===== src/rtl/cache_arbiter.sv =====
// Round-robin arbiter sharing one memory port between the I-cache and D-cache line-fill ports.
// A grant is held for a whole line transaction and released only by mem_resp.
module cache_arbiter #(
    parameter int ADDR_W = 32,
    parameter int LINE_W = 256
) (
    input  logic              clk,
    input  logic              rst,

    input  logic [ADDR_W-1:0] i_addr,
    input  logic              i_read,
    input  logic              i_write,
    input  logic [LINE_W-1:0] i_wdata,
    output logic [LINE_W-1:0] i_rdata,
    output logic              i_resp,

    input  logic [ADDR_W-1:0] d_addr,
    input  logic              d_read,
    input  logic              d_write,
    input  logic [LINE_W-1:0] d_wdata,
    output logic [LINE_W-1:0] d_rdata,
    output logic              d_resp,

    output logic [ADDR_W-1:0] mem_addr,
    output logic              mem_read,
    output logic              mem_write,
    output logic [LINE_W-1:0] mem_wdata,
    input  logic [LINE_W-1:0] mem_rdata,
    input  logic              mem_resp
);

    typedef enum logic [1:0] {
        IDLE,
        SERVE_I,
        SERVE_D
    } state_t;

    localparam logic GRANT_I = 1'b0;
    localparam logic GRANT_D = 1'b1;
    // Memory always sees a line-aligned address, whatever offset bits the cache supplies.
    localparam logic [ADDR_W-1:0] LINE_MASK = ~ADDR_W'(LINE_W / 8 - 1);

    state_t state_q, state_d;
    logic   last_grant_q, last_grant_d;
    logic   i_pending, d_pending;

    assign i_pending = i_read | i_write;
    assign d_pending = d_read | d_write;
    assign i_rdata   = mem_rdata;
    assign d_rdata   = mem_rdata;

    always_ff @(posedge clk) begin
        if (rst) begin
            state_q      <= IDLE;
            last_grant_q <= GRANT_I;
        end else begin
            state_q      <= state_d;
            last_grant_q <= last_grant_d;
        end
    end

    always_comb begin
        state_d      = state_q;
        last_grant_d = last_grant_q;
        mem_addr     = '0;
        mem_read     = 1'b0;
        mem_write    = 1'b0;
        mem_wdata    = '0;
        i_resp       = 1'b0;
        d_resp       = 1'b0;

        case (state_q)
            IDLE: begin
                // On a tie the side that did not win last time goes next.
                if (i_pending && d_pending) begin
                    if (last_grant_q == GRANT_I) begin
                        state_d      = SERVE_D;
                        last_grant_d = GRANT_D;
                    end else begin
                        state_d      = SERVE_I;
                        last_grant_d = GRANT_I;
                    end
                end else if (i_pending) begin
                    state_d      = SERVE_I;
                    last_grant_d = GRANT_I;
                end else if (d_pending) begin
                    state_d      = SERVE_D;
                    last_grant_d = GRANT_D;
                end
            end

            SERVE_I: begin
                mem_addr  = i_addr & LINE_MASK;
                mem_read  = i_read;
                mem_write = i_write;
                mem_wdata = i_wdata;
                if (mem_resp) begin
                    i_resp  = 1'b1;
                    state_d = IDLE;
                end
            end

            SERVE_D: begin
                mem_addr  = d_addr & LINE_MASK;
                mem_read  = d_read;
                mem_write = d_write;
                mem_wdata = d_wdata;
                if (mem_resp) begin
                    d_resp  = 1'b1;
                    state_d = IDLE;
                end
            end

            default: state_d = IDLE;
        endcase
    end

endmodule


===== config.mk =====
export PLATFORM = sky130hd
export DESIGN_NAME = cache_arbiter
export DESIGN_NICKNAME = d
export VERILOG_FILES = /design/src/rtl/cache_arbiter.sv
export SDC_FILE = /design/constraint.sdc
export NUM_CORES = 1
export LEC_CHECK = 0
export BUFFER_PORTS_ARGS = -buffer_cell sky130_fd_sc_hd__buf_4
export CAP_MARGIN = 20
export CORE_AREA = 2 2 642 644
export CTS_BUF_LIST = sky130_fd_sc_hd__clkbuf_4 sky130_fd_sc_hd__clkbuf_8
export CTS_CLUSTER_DIAMETER = 50
export DETAILED_ROUTE_END_ITERATION = 12
export DIE_AREA = 0 0 644 646
export GPL_TIMING_DRIVEN = 0
export PLACE_DENSITY = 0.3
export SLEW_MARGIN = 20
export SYNTH_ARGS = -nofsm -noshare
export SYNTH_HDL_FRONTEND = slang
export SYNTH_SLANG_ARGS = --single-unit

===== constraint.sdc =====
create_clock -name clk -period 3.99 [get_ports clk]
set_input_delay 0.399 -clock clk [delete_from_list [all_inputs] [get_ports clk]]
set_output_delay 0.399 -clock clk [all_outputs]
set_load 0.005 [all_outputs]

### Yosys cells after proc, flatten, opt, wreduce, memory -nomap -nowiden

Cells that the tools add are included.

| cells by class | value |
|---|---|
| equality and inequality tests | 4 |
| multiplexer cells | 17 |
| bitwise gates (word level) | 2 |
| reductions and logical operators | 6 |

Operators by type and width:

| operator | count |
|---|---|
| $pmux 256 s2 | 1 |
| $pmux 32 s2 | 1 |
| $mux 2 | 5 |
| $mux 1 | 7 |
| $ne 4x4->1 const B | 1 |
| $pmux 1 s2 | 2 |
| $pmux 2 s2 | 1 |
| $reduce_and 2->1 | 2 |
| $reduce_bool 3->1 | 1 |
| $eq 2x1->1 const B | 1 |
| $eq 2x2->1 const B | 1 |
| $logic_not 2->1 | 1 |
| $ne 2x1->1 const B | 1 |
| $or 1x1->1 | 2 |
| $reduce_or 2->1 | 1 |
| $logic_and 1x1->1 | 1 |

| word-level totals | value |
|---|---|
| bits in registers | 3 |
| input bits | 839 |

### Longest topological paths before layout

| depth | value |
|---|---|
| depth after elaboration | 5 |
| depth in mapped cells | 7 |
| mapped depth without buffers | 5 |

### Worst setup path after synthesis

OpenSTA, ideal clock, no wires.

| path | value |
|---|---|
| kind | reg2out |
| from | register state_q[0] |
| to | output port mem_wdata[114] |
| arrival | 1.307 ns |
| path slack | 2.284 ns |
| stages on the path, launching flop included | 7 |
| buffers on the path | 3 |
| cell sequence | dfxtp_1 -> inv_1 -> ha_1 -> buf_4 -> buf_4 -> clkbuf_1 -> nor2b_1 |

| between the ends | value |
|---|---|
| cells in the longest elaborated chain, start to end | 2 |

Ends and longest elaborated chain:

| item | line | text |
|---|---|---|
| start: declaration | 43 | `state_t state_q, state_d;` |
| start signal: assignment | 57 | `state_q <= state_d;` |
| $eq 2x2->1 or $eq 2x1->1 (tied branches) | 72 | `case (state_q)` |
| $pmux 256 s2 (*) | 72 |  |
| end: declaration | 27 | `output logic [LINE_W-1:0] mem_wdata,` |

Every way passes the cells marked *; elsewhere a longest branch is shown, timed or not.

### Worst setup path after layout

| path | value |
|---|---|
| from | register state_q[1] |
| to | output port mem_wdata[62] |

Same word-level chain as after synthesis.

==> out/metrics.cfg <==
[finish]
nets=3456
drive_gt1_share_pct=77.2
stdcell_count=8129
final.fill_count=48431
syn2layout_area_growth_pct=201
multiInputGateArea_mm2=0.00428
seqCellArea_um2=60.1

[die]
num_rows=235
start_util_pct=2.15
boundaryPins=1643
die_area_mm2=0.416
die_height_um=646
core_area_mm2=0.409
die_x_um=644

[placed_design]
dp_hpwl_um=286000
place.gp.congestion=0.902
post-place-cells=8059
dpl_worst_slack_ns=0.676
io_buffers=1371

[sta]
hold_viol=0
setup_tns_ns=0
fin_skew_ns=0.000177
setup_violations=0
rsz0062_at_grt=false
period_needed_ns=3.44
post-route-period-util_pct=86.2
worst_slack_ns=0.551
final_max_slew_viol_count=0
worstMarginPinSlew_ns=1.22
slew_headroom_pct=18.4
max_freq_mhz=291

[drt]
wl_met3_um=47400
drc_errors=0
vias=16096
wirelength_met1_um=112000
routed_wirelength_um=296000
drtAntennaViolNets=0
post_drt_wl_per_cell_um=36.4
dr.pass1.iters=5
drt_iter0_markers=1136
route.met2.wl_um=131000
routed.top_layer=met5
viasPerCell=1.98

[synth]
synth-simple-area-share_pct=21.4
ys_async_sr_fraction_pct=0
ys_types=24
yosys.area_share.adder_pct=0.428
ys_seq_area_share_pct=0.684
syn_area_per_cell_um2=7.24
yosysWarnings=0
synth-seq-cells=3
synthTopCellsByArea=buf_4 (46%), a22oi_1 (23%), nor2b_1 (20%), buf_6 (2.9%), a22oi_2 (2.6%)
yosysMostFrequentCell=buf_4
synth-compound-area-share_pct=25.8
syn_area_mm2=0.00878
synth-xor-area-share_pct=0
netlist_instances=1212
synth_top_area_share_pct=45.7
synthFlopType=dfxtp_1
ys_top_cells_by_count=buf_4 (534), nor2b_1 (287), a22oi_1 (267)
synth_top_area_cell=buf_4
synth_enable_flop_cells=0
synth_top_family_by_area=buffers and inverters
yosys-mux-area-fraction_pct=0

[pwr]
p_leak_nw=10.6
p_sw_mw=3.49
vdd_drop_max_v=0.0000829
comb_power_share_pct=97.6
p_int_mw=2.37
switching_share_pct=59.6
p_per_area_mw_per_mm2=222
pwr-share-seq_pct=0.7
pwr-share-clk_pct=1.6

[clock_tree]
clock_sinks=3
clockBufferDepth=2
clk_latency_ns=0.22
cts_made_buffers=3
cts_tree=done
post_cts_buffers=0
h-tree-depth=1
cts_hold_buf=0
cts.reportedPaths.clkPinSlew_ns=0.03
cts.repair.resized=0
root_buffer=clkbuf_8

[critical_path]
setup.worst_path.class=reg2out
critical_path_peak_fanout=10
worstPathCellList=inv_1, ha_1, buf_4, buf_6, buf_6, a22oi_1, nor2b_1, buf_4
crit_path_end_kind=output pin
critPathMaxStageDelay_ns=0.97
slowest_stage=a22oi_1
startpoint_type=flip-flop
critical_path_arrival_ns=3.04
required_ns=3.59

[grt]
grt_pass1_wl_um=326000
antenna_found_initial=318
gr-total-overflow=0
track_usage_pct=13.5
grt_pass1_vias=15183
grt_max_degree=11

[status]
status=completed

[flow_run]
cap_violations=0

[min_path]
hold_class=in2reg

[cell families (layout without fill, tap and decap cells)]
group                    after synthesis  count (layout)
AO/OA/AOI/OAI                        290             290
adder cells (fa/ha/maj)                3               3
buffers and inverters                616            2013
flip-flops                             3               3
other                                  1              70
AND/OR/NAND/NOR                      299             299
[through the flow]
stage               utilization [%]  hold slack, ns  power [mW]  instance area (um^2)
floorplan                         -           0.455        1.94                  8790
global route                   6.43           0.369        6.24                 26300
global placement               6.34           0.477        5.84                 25900
finish                         6.47           0.374        5.86                 26400
CTS                            6.43           0.362        6.10                 26300
detailed placement             6.42           0.484        5.98                 26200
[final timing paths]
kind	to	slack, ns	startpoint	cells past startpoint
worst min-delay path	state_q[1]	0.37	rst	2
worst max-delay path	mem_wdata[62]	0.55	state_q[1]	8
worst min register to register	last_grant_q	0.49	last_grant_q	2
worst max register to register	state_q[0]	2.32	state_q[0]	6
[power by group through the flow]
stage	registers, mW	logic, mW	clock network (mW)
floorplan	0.0413	1.90	0
global placement	0.0427	5.80	0
detailed placement	0.0432	5.94	0
CTS	0.0429	5.95	0.0997
global route	0.0446	6.10	0.101
finish	0.0432	5.73	0.0962
[cell usage in the layout, fill, tap and decap left out, drive strengths merged]
cell,Yosys,final
buf,584,1977
nor2b,287,287
a22oi,285,285
diode,0,65
clkbuf,29,33
conb,1,5
inv,3,3
ha,3,3
dfxtp,3,3
and2,2,2
nand2b,2,2
nand3,2,2
nand2,2,2
a31oi,2,2
nor2,1,1
o21bai,1,1
nand4b,1,1
nor4,1,1
or2,1,1
o2111ai,1,1
a221oi,1,1
[layout make-up]
class,count,area share [%]
buffer,613,17.1
antenna,65,0.615
inverter,3,0.0426
tap,5451,25.8
sequential,3,0.227
timing repair buffer,1393,39.9
multi-input combinational,597,16.2
clock buffer,4,0.184
[metal layers]
| metal | vias to the layer above | GRT usage (%) |
|---|---|---|
| met4 | 190 | 0.887 |
| met2 | 1522 | 21.7 |
| li1 | 6517 | - |
| met1 | 7323 | 15.1 |
| met3 | 544 | 9.70 |
| met5 | - | 0 |
[flip-flops by register name, indices dropped and copies added, names as in the netlist]
register and cells:
state_q 2, last_grant_q 1
[worst max-delay path, delay by kind of cell, from the launching register on]
kind | cells | cell delay [ns]
simple gates | 1 | 0.16
compound gates | 1 | 0.97
fa+ha+maj | 1 | 0.18
flops | 1 | 0.38
buf+inv | 5 | 1.04
(Power assumes the default switching activity.)
